[config.mk]
export PLATFORM = sky130hd
export DESIGN_NAME = pc_fetch_unit
export DESIGN_NICKNAME = d
export VERILOG_FILES = /design/src/rtl/mips_fetch_pkg.sv /design/src/rtl/fetch_buffer.sv /design/src/rtl/pc_fetch_unit.sv
export SDC_FILE = /design/constraint.sdc
export NUM_CORES = 1
export LEC_CHECK = 0
export ABC_AREA = 1
export BUFFER_PORTS_ARGS = -buffer_cell sky130_fd_sc_hd__buf_2
export CELL_PAD_IN_SITES_DETAIL_PLACEMENT = 1
export CELL_PAD_IN_SITES_GLOBAL_PLACEMENT = 1
export CORE_MARGIN = 4
export CORE_UTILIZATION = 37
export CTS_CLUSTER_SIZE = 40
export DETAILED_ROUTE_END_ITERATION = 10
export HOLD_SLACK_MARGIN = 0.1
export PLACE_DENSITY_LB_ADDON = 0.1
export SLEW_MARGIN = 15
export SYNTH_ARGS = -nofsm -noshare
export SYNTH_HDL_FRONTEND = slang
export SYNTH_SLANG_ARGS = --single-unit
[constraint.sdc]
create_clock -name CLK -period 5.8 [get_ports CLK]
set_clock_uncertainty 0.05 [all_clocks]
set_input_delay 0.29 -clock CLK [delete_from_list [all_inputs] [get_ports CLK]]
set_output_delay 0.29 -clock CLK [all_outputs]
set_load 0.05 [all_outputs]
[src/rtl/mips_fetch_pkg.sv]
// Shared fetch-side types: FSM state, instruction size and queue entry.
// Imported by pc_fetch_unit and fetch_buffer.
package mips_fetch_pkg;

  localparam int INSTR_BYTES = 4;
  localparam int FE_ADDR_W = 32;
  localparam int FE_DATA_W = 32;

  typedef enum logic {
    FETCH,
    WAIT
  } fetch_state_t;

  typedef struct packed {
    logic [FE_ADDR_W-1:0] pc;
    logic [FE_DATA_W-1:0] instr;
  } fetch_entry_t;

endpackage

[src/rtl/fetch_buffer.sv]
// Two-entry fetch queue; head is held in registers so decode
// sees registered INSTR/INSTR_PC.
module fetch_buffer
  import mips_fetch_pkg::*;
#(
  parameter type entry_t = fetch_entry_t
) (
  input  logic       clk,
  input  logic       rst,
  input  logic       push,
  input  logic       pop,
  input  logic       flush,
  input  entry_t     din,
  output entry_t     head,
  output logic [1:0] count,
  output logic       full,
  output logic       empty
);

  entry_t slot1;
  logic   pop_ok;
  logic   push_ok;

  assign empty   = (count == 2'd0);
  assign full    = (count == 2'd2);
  assign pop_ok  = pop && !empty;
  assign push_ok = push && (!full || pop_ok);

  always_ff @(posedge clk or posedge rst) begin
    if (rst) begin
      head  <= '0;
      slot1 <= '0;
      count <= 2'd0;
    end else if (flush) begin
      count <= 2'd0;
    end else begin
      unique case ({push_ok, pop_ok})
        2'b11: begin
          if (full) begin
            head  <= slot1;
            slot1 <= din;
          end else begin
            head <= din;
          end
        end
        2'b10: begin
          if (empty) head <= din;
          else       slot1 <= din;
          count <= count + 2'd1;
        end
        2'b01: begin
          head  <= slot1;
          count <= count - 2'd1;
        end
        default: ;
      endcase
    end
  end

endmodule

[src/rtl/pc_fetch_unit.sv]
// PC owner and instruction fetcher with redirect squash and 2-entry queue.
// Optional PC_MISALIGN_TRAP_EN adds sticky MISALIGN_ERR on unaligned redirects.
module pc_fetch_unit
  import mips_fetch_pkg::*;
#(
  parameter int ADDR_WIDTH = 32,
  parameter int DATA_WIDTH = 32,
  parameter logic [ADDR_WIDTH-1:0] RESET_VECTOR = 32'h0000_0000
) (
  input  logic                  CLK,
  input  logic                  RST,
  input  logic                  PC_SRC_SEL,
  input  logic [ADDR_WIDTH-1:0] PC_Branch,
  output logic                  IMEM_REQ,
  output logic [ADDR_WIDTH-1:0] IMEM_ADDR,
  input  logic                  IMEM_GNT,
  input  logic                  IMEM_RVALID,
  input  logic [DATA_WIDTH-1:0] IMEM_RDATA,
  output logic                  INSTR_VALID,
  output logic [DATA_WIDTH-1:0] INSTR,
  output logic [ADDR_WIDTH-1:0] INSTR_PC,
  input  logic                  INSTR_READY,
  output logic [ADDR_WIDTH-1:0] PC_Current
`ifdef PC_MISALIGN_TRAP_EN
  ,
  output logic                  MISALIGN_ERR
`endif
);

  typedef struct packed {
    logic [ADDR_WIDTH-1:0] pc;
    logic [DATA_WIDTH-1:0] instr;
  } entry_t;

  localparam logic [ADDR_WIDTH-1:0] STEP =
    ADDR_WIDTH'(INSTR_BYTES);

  fetch_state_t          state;
  logic [ADDR_WIDTH-1:0] pc;
  logic [ADDR_WIDTH-1:0] req_pc;
  logic [1:0]            infl;
  logic [1:0]            drop;
  logic [1:0]            count;
  logic                  run;
  logic                  err;
  logic                  fire;
  logic                  rv_any;
  logic                  live_rv;
  logic                  dead_rv;
  logic                  push;
  logic                  pop;
  logic                  full;
  logic                  empty;
  logic [1:0]            drop_base;
  entry_t                head;
  entry_t                din;

`ifdef PC_MISALIGN_TRAP_EN
  logic bad_tgt;

  assign bad_tgt = PC_SRC_SEL && (PC_Branch[1:0] != 2'b00);
  assign MISALIGN_ERR = err;

  always_ff @(posedge CLK or posedge RST) begin
    if (RST) err <= 1'b0;
    else     err <= err | bad_tgt;
  end
`else
  assign err = 1'b0;
`endif

  // infl counts every granted read still owed a response,
  // including squashed ones; drop counts the squashed subset.
  assign IMEM_REQ = run && !err && (state == FETCH) &&
                    (({1'b0, count} + {1'b0, infl}) < 3'd2);
  assign fire      = IMEM_REQ && IMEM_GNT;
  assign rv_any    = IMEM_RVALID && (infl != 2'd0);
  assign dead_rv   = rv_any && (drop != 2'd0);
  assign live_rv   = rv_any && (drop == 2'd0) && (state == WAIT);
  assign drop_base = drop - {1'b0, dead_rv};

  assign pop  = INSTR_VALID && INSTR_READY;
  assign push = live_rv && !PC_SRC_SEL && !err &&
                (!full || pop);
  assign din  = '{pc: req_pc, instr: IMEM_RDATA};

  always_ff @(posedge CLK or posedge RST) begin
    if (RST) begin
      state  <= FETCH;
      pc     <= RESET_VECTOR;
      req_pc <= RESET_VECTOR;
      infl   <= 2'd0;
      drop   <= 2'd0;
      run    <= 1'b0;
    end else begin
      run  <= 1'b1;
      infl <= infl + {1'b0, fire} - {1'b0, rv_any};
      if (fire) req_pc <= pc;
      if (PC_SRC_SEL) begin
        state <= FETCH;
        pc    <= PC_Branch;
        drop  <= drop_base
               + {1'b0, (state == WAIT) && !live_rv}
               + {1'b0, fire};
      end else begin
        drop <= drop_base;
        if (fire) begin
          state <= WAIT;
          pc    <= pc + STEP;
        end else if (live_rv) begin
          state <= FETCH;
        end
      end
    end
  end

  fetch_buffer #(
    .entry_t (entry_t)
  ) u_buf (
    .clk   (CLK),
    .rst   (RST),
    .push  (push),
    .pop   (pop),
    .flush (PC_SRC_SEL),
    .din   (din),
    .head  (head),
    .count (count),
    .full  (full),
    .empty (empty)
  );

  assign IMEM_ADDR   = pc;
  assign PC_Current  = pc;
  assign INSTR_VALID = !empty;
  assign INSTR       = head.instr;
  assign INSTR_PC    = head.pc;

endmodule

==> reports/qor.yml, run 1 <==
drt:
  drtIter0Drc: 629
  wire_per_inst_um: 15.87
  wl_um: 31110
  vias: 9741
  viasPerCell: 4.967
  dr.pass1.iters: 4
  drc_errors: 0
  ant_nets: 0
yosys:
  synth_edf_count: 0
  ys.flop_type: "dfrtp_1"
  ys_seq_elements: 200
  ys_seq_area_share_pct: 47.40
  synth_compound_area_share_pct: 19.56
  synth_fa_ha_area_share_pct: 1.327
  synth-simple-area-share_pct: 20.38
  synthArstFlopShare_pct: 100.0
  netlist_instances: 1412
  synth_cell_types: 27
  synth_top_family_by_area: "simple AND/OR/NAND/NOR gates"
  syn-num-nets: 1492
  muxShareOfSynthArea_pct: 0
  syn_avg_cell_area_um2: 7.478
  synth_warnings: 0
  synth-xor-area-share_pct: 0.5806
  syn_area_mm2: 0.01056
power_and_ir_drop:
  p_int_w: 0.003190
  netSwitchingFraction_pct: 50.47
  vdd_drop_max_v: 0.0002246
  power.density_mw_per_mm2: 513.0
  power.leakage_nw: 5.783
  switchingPower_w: 0.003251
  p_clk_share_pct: 18.0
  seqPwrFrac_pct: 34.5
  comb_power_share_pct: 47.5
  p_total_w: 0.006441
floorplanning:
  dieHeight_um: 176.9
  ios: 200
  initial_utilization_pct: 37.80
  die_x_um: 176.9
  coreArea_mm2: 0.02793
  fp.dieArea_mm2: 0.03130
  rows: 61
grt:
  grt_pass1_vias: 9775
  antenna_found_initial: 0
  grt_pass1_wl_um: 51540
  overflow: 0
  grt_max_degree: 129
  grt_usage_pct: 20.05
timing:
  rsz0062_at_grt: "no"
  report.final.slew_viol_count: 0
  setup_viol: 0
  fin_crit_sh_pct: 56.56
  max_slew_margin_pct: 29.12
  setup_tns_ns: 0
  finalHoldViolCount: 0
  worst_pin_slew_ns: 1.063
  setup_ws_ns: 2.520
  fmax_ghz: 0.3048
  min_period_ns: 3.280
clock_tree:
  clock_latency_ns: 0.44
  clock-sinks: 200
  cts-root-buf: "clkbuf_16"
  clkTransAtPathRegs_ns: 0.09
  htree_num_levels: 4
  cts_buffers: 17
  cts_buffer_depth: 2
  cts_resized: 0
  cts_tree: "yes"
final_layout:
  regArea_mm2: 0.005005
  fin_nets: 1650
  drive_gt1_share_pct: 16.05
  n_antenna_cell: 0
  final_area_mm2: 0.01256
  fillerInstances: 3542
  multi_input_area_mm2: 0.004457
  area_growth_pct: 18.91
  post-route-util_pct: 44.95
worst_setup_path:
  r2r_start: "infl[1]"
  critPathArrivalTime_ns: 3.55
  path_max_fanout: 87
  crit_type: "register to register"
  required_ns: 6.07
  crit_path_end_kind: "register"
  cp-start-kind: "register"
  startpoint: "infl[1]"
place:
  place_area_mm2: 0.01152
  io_buffer_count: 199
  pre_cts_slack_ns: 2.096
  gp_congestion: 0.8363
  hpwl_um: 20410
job:
  maxCapViolCount: 0
hold_path:
  hold_path.startpoint: "IMEM_RDATA[3]"
  hold_class: "input port to register"
run_status:
  status: "completed"
metrics by stage:
stage                     cells  hold slack, ns
final                      1961          0.1197
after global routing       1961          0.1319
after CTS                  1961          0.1030
after detailed placement   1882          0.3407
after global placement     1882          0.3558
after floorplan            1412          0.3610
placed cells by master (no fill, tap or decap), drive strengths merged:
cell and instances:
clkinvlp 3, xor2 2, a31oi 64, clkinv 7
o211ai 5, o21ai 256, conb 1, ha 8
nand3 49, fa 2, dfrtp 200, xnor2 5
dlygate4sd3 47, nand2 382, clkbuf 18, buf 208
inv 140, nand4 1, o22ai 1, a21oi 68
nor3 1, nor2 115
power groups by stage:
stage / Combinational, W / Clock, W / Sequential, W
final: 0.00306 / 0.00116 / 0.00222
after global routing: 0.00335 / 0.00125 / 0.00230
after CTS: 0.00309 / 0.00120 / 0.00223
after detailed placement: 0.00306 / 0 / 0.00226
after global placement: 0.00299 / 0 / 0.00223
after floorplan: 0.00143 / 0 / 0.00313
repair_timing:
action | in CTS | in global routing
hold buffers | 47 | 0
setup buffers | 0 | 0
hold endpoints to repair | 116 | 0
area by class of cell:
class / instances / share of cell area, %
clock inverter: 14 / 0.9168
clock buffer: 18 / 3.498
sequential: 200 / 39.86
tap: 378 / 3.767
timing repair buffer: 255 / 12.32
inverter: 136 / 4.145
multi-input combinational: 960 / 35.50
worst max-delay path, cell delays in order (launching register included):
cell and delay [ns]:
dfrtp_1 0.42, o21ai_0 0.16, inv_1 0.11, nand3_1 0.14, nor3_1 0.32, inv_1 0.11, ha_2 0.30, inv_4 0.65
buf_4 0.54, a21oi_1 0.09, o21ai_0 0.13, a31oi_1 0.10
registers in the layout, indices dropped and copies added, names as in the netlist:
name and count:
u_buf.count 2, drop 2, req_pc 32, state 1, run 1, u_buf.slot1 64, u_buf.head 64, infl 2
IMEM_ADDR 32
path summary, 6_finish.rpt:
check,to,slack [ns],cells past startpoint
worst min register to register,req_pc[20],0.44,2
worst max-delay path,u_buf.head[24],2.52,11
min in group asynchronous,u_buf.head[22],0.38,3
worst max register to register,u_buf.head[24],2.52,11
max in group asynchronous,u_buf.slot1[48],4.01,4
worst min-delay path,u_buf.slot1[3],0.12,3
kinds of logic (layout without fill, tap and decap cells):
kind of cell,after synthesis,count (layout)
AOI/OAI and AO/OA,394,394
xor gates and xnor gates,7,7
adders and majority gates,10,10
buffers and inverters,252,423
DFF,200,200
other,1,1
and+or+nand+nor,548,548
layer usage:
metal,track usage [%],up-vias,part of all wire [%]
met5,0,-,0
met4,4.030,0,0.89
met3,2.329,20,3.5
met2,32.48,190,45
met1,29.23,4650,50
li1,-,4881,-
cell usage after synthesis (3+ instances only):
cell,instances,area (um^2)
dfrtp_1,200,5005
nand3_1,48,240.2
nor2_4,3,33.78
xnor2_1,5,43.79
a31oi_1,64,400.4
buf_2,34,170.2
a21oi_1,68,340.3
nor2_1,112,420.4
ha_1,8,100.1
buf_4,38,285.3
nand2_1,381,1430
o211ai_1,5,37.54
o21ai_0,254,1271
inv_1,133,499.2
clkbuf_1,43,161.4
Power figures use the tool's default switching activity.
==> run 2: changes to the inputs <==
- clock period: 5.8 -> 2.8 ns (I/O delays scaled with it)
==> reports/qor.yml, run 2 (synthesized netlist as in run 1, its figures left out) <==
job:
  maxCapViolCount: 0  # unchanged
timing:
  min_period_ns: 2.517  # was 3.280 ns
  fmax_ghz: 0.3973  # was 0.3048 GHz
  rsz0062_at_grt: "no"  # unchanged
  fin_crit_sh_pct: 89.90  # was 56.56%
  finalHoldViolCount: 0  # unchanged
  whs_ns: 0.1201  # was 0.1197 ns
  max_slew_margin_pct: 33.33  # was 29.12%
  worst_pin_slew_ns: 0.9979  # was 1.063 ns
  report.final.slew_viol_count: 0  # unchanged
  setup_viol: 0  # unchanged
  setup_tns_ns: 0  # unchanged
grt:
  grt_usage_pct: 20.41  # was 20.05%
  overflow: 0  # unchanged
  grt_pass1_vias: 10150  # was 9775
  grt_pass1_wl_um: 52450  # was 51540 um
  antenna_found_initial: 0  # unchanged
  grt_max_degree: 85  # was 129
clock_tree:
  cts_buffer_depth: 2  # unchanged
  cts_tree: "yes"  # unchanged
  clock_latency_ns: 0.43  # was 0.44 ns
  cts-root-buf: "clkbuf_16"  # unchanged
  htree_num_levels: 4  # unchanged
  clkTransAtPathRegs_ns: 0.08  # was 0.09 ns
  postCtsSetupBuffers: 0  # unchanged
  clock-sinks: 200  # unchanged
  cts_buffers: 17  # unchanged
worst_setup_path:
  critPathArrivalTime_ns: 2.82  # was 3.55 ns
  path_max_fanout: 21  # was 87
  required_ns: 3.10  # was 6.07 ns
  r2r_slack_ns: 0.28  # was 2.52 ns
  crit_path_end_kind: "register"  # unchanged
  cp-start-kind: "register"  # unchanged
  crit_type: "register to register"  # unchanged
power_and_ir_drop:
  netSwitchingFraction_pct: 49.43  # was 50.47%
  switchingPower_w: 0.006755  # was 0.003251 W
  power.leakage_nw: 6.026  # was 5.783 nW
  comb_power_share_pct: 47.6  # was 47.5%
  p_clk_share_pct: 18.8  # was 18.0%
  seqPwrFrac_pct: 33.7  # was 34.5%
  p_int_w: 0.006911  # was 0.003190 W
  power.density_mw_per_mm2: 1047  # was 513.0 mW/mm^2
  vdd_drop_max_v: 0.0004030  # was 0.0002246 V
final_layout:
  area_growth_pct: 23.64  # was 18.91%
  reg_top3: "u_buf.head: 64 flops, u_buf.slot1: 64 flops"  # unchanged
  layout.cells.most_common: "nand2_1"  # unchanged
  n_antenna_cell: 0  # unchanged
  drive_gt1_share_pct: 16.90  # was 16.05%
  fin_nets: 1689  # was 1650
  mostFrequentLayoutCells: "nand2_1, o21ai_0, dfrtp_1"  # unchanged
  post-route-util_pct: 46.73  # was 44.95%
floorplanning:
  initial_utilization_pct: 37.80  # unchanged
  dieHeight_um: 176.9  # unchanged
  rows: 61  # unchanged
  ios: 200  # unchanged
  fp.dieArea_mm2: 0.03130  # unchanged
  coreArea_mm2: 0.02793  # unchanged
  die_x_um: 176.9  # unchanged
drt:
  viasPerCell: 4.983  # was 4.967
  drtIter0Drc: 549  # was 629
  ant_nets: 0  # unchanged
  drc_errors: 0  # unchanged
  vias: 9962  # was 9741
  dr.pass1.iters: 4  # unchanged
  wire_per_inst_um: 15.84  # was 15.87 um
  wl_um: 31670  # was 31110 um
place:
  gp_congestion: 0.8321  # was 0.8363
  io_buffer_count: 199  # unchanged
  hpwl_um: 21480  # was 20410 um
run_status:
  status: "completed"  # unchanged
hold_path:
  hold_class: "input port to register"  # unchanged
==> run 2: cell types whose count changed in the layout (fill, tap and decap cells not counted), sizes merged <==
cell,previous run,this run
bufinv,0,2
inv,140,137
dlygate4sd3,47,65
buf,208,229
==> run 2: metal layers <==
layer,GRT usage (%),wire (um)
met1,29.29,15710
met2,33.13,14500
met3,2.628,1048
met4,4.707,417
met5,0,0
==> run 2: power by group through the flow <==
stage / logic [W] / registers, W / clock network (W)
5_1_grt: 0.00714 / 0.00475 / 0.00274
3_3_place_gp: 0.00632 / 0.00463 / 0
3_5_place_dp: 0.00646 / 0.00467 / 0
6_report: 0.00650 / 0.00460 / 0.00256
2_1_floorplan: 0.00297 / 0.00647 / 0
4_1_cts: 0.00655 / 0.00461 / 0.00264
==> run 2: through the flow <==
| stage | cells | total power (W) | worst slack, ns | instance area (um^2) |
|---|---|---|---|---|
| final | 1999 | 0.01367 | 0.2828 | 13060 |
| after global routing | 1999 | 0.01463 | 0.03380 | 13060 |
| after CTS | 1999 | 0.01380 | 0.3147 | 13050 |
| after detailed placement | 1903 | 0.01113 | 0.3577 | 11790 |
| after global placement | 1903 | 0.01096 | 0.4238 | 11790 |
| after floorplan | 1412 | 0.009441 | 0.02167 | 10560 |
==> run 2: final timing paths <==
| check | end | cells past startpoint | from |
|---|---|---|---|
| min in group asynchronous | u_buf.slot1[23] | 3 | RST |
| max in group asynchronous | u_buf.head[8] | 4 | RST |
| min | IMEM_ADDR[8] | 5 | PC_SRC_SEL |
| min reg2reg | req_pc[22] | 2 | req_pc[22] |
| max reg2reg | u_buf.head[28] | 10 | infl[1] |
| max | u_buf.head[28] | 10 | infl[1] |
==> run 2: timing repair <==
action / 4_1_cts / 5_1_grt
setup endpoints to repair: 0 / 2
endpoints found under the hold margin: 125 / 0
resized for setup: 0 / 1
hold buffers: 65 / 0
==> run 2: cell type report <==
cell class / count / area, um^2
Tap cell: 378 / 473.0
Sequential cell: 200 / 5005
Clock buffer: 18 / 439.2
Inverter: 136 / 516.7
Fill cell: 3505 / 14880
Multi-Input combinational cell: 960 / 4458
Clock inverter: 13 / 166.4
Timing Repair Buffer: 294 / 1997
==> run 2: worst max-delay path: stages (launching register included) <==
cell and delay [ns]:
dfrtp_1 0.41, o21ai_0 0.14, inv_1 0.10, nand3_1 0.13
nor3_1 0.30, inv_1 0.16, ha_1 0.24, nor2_4 0.32
buf_4 0.33, nor2_1 0.07, a31oi_1 0.17
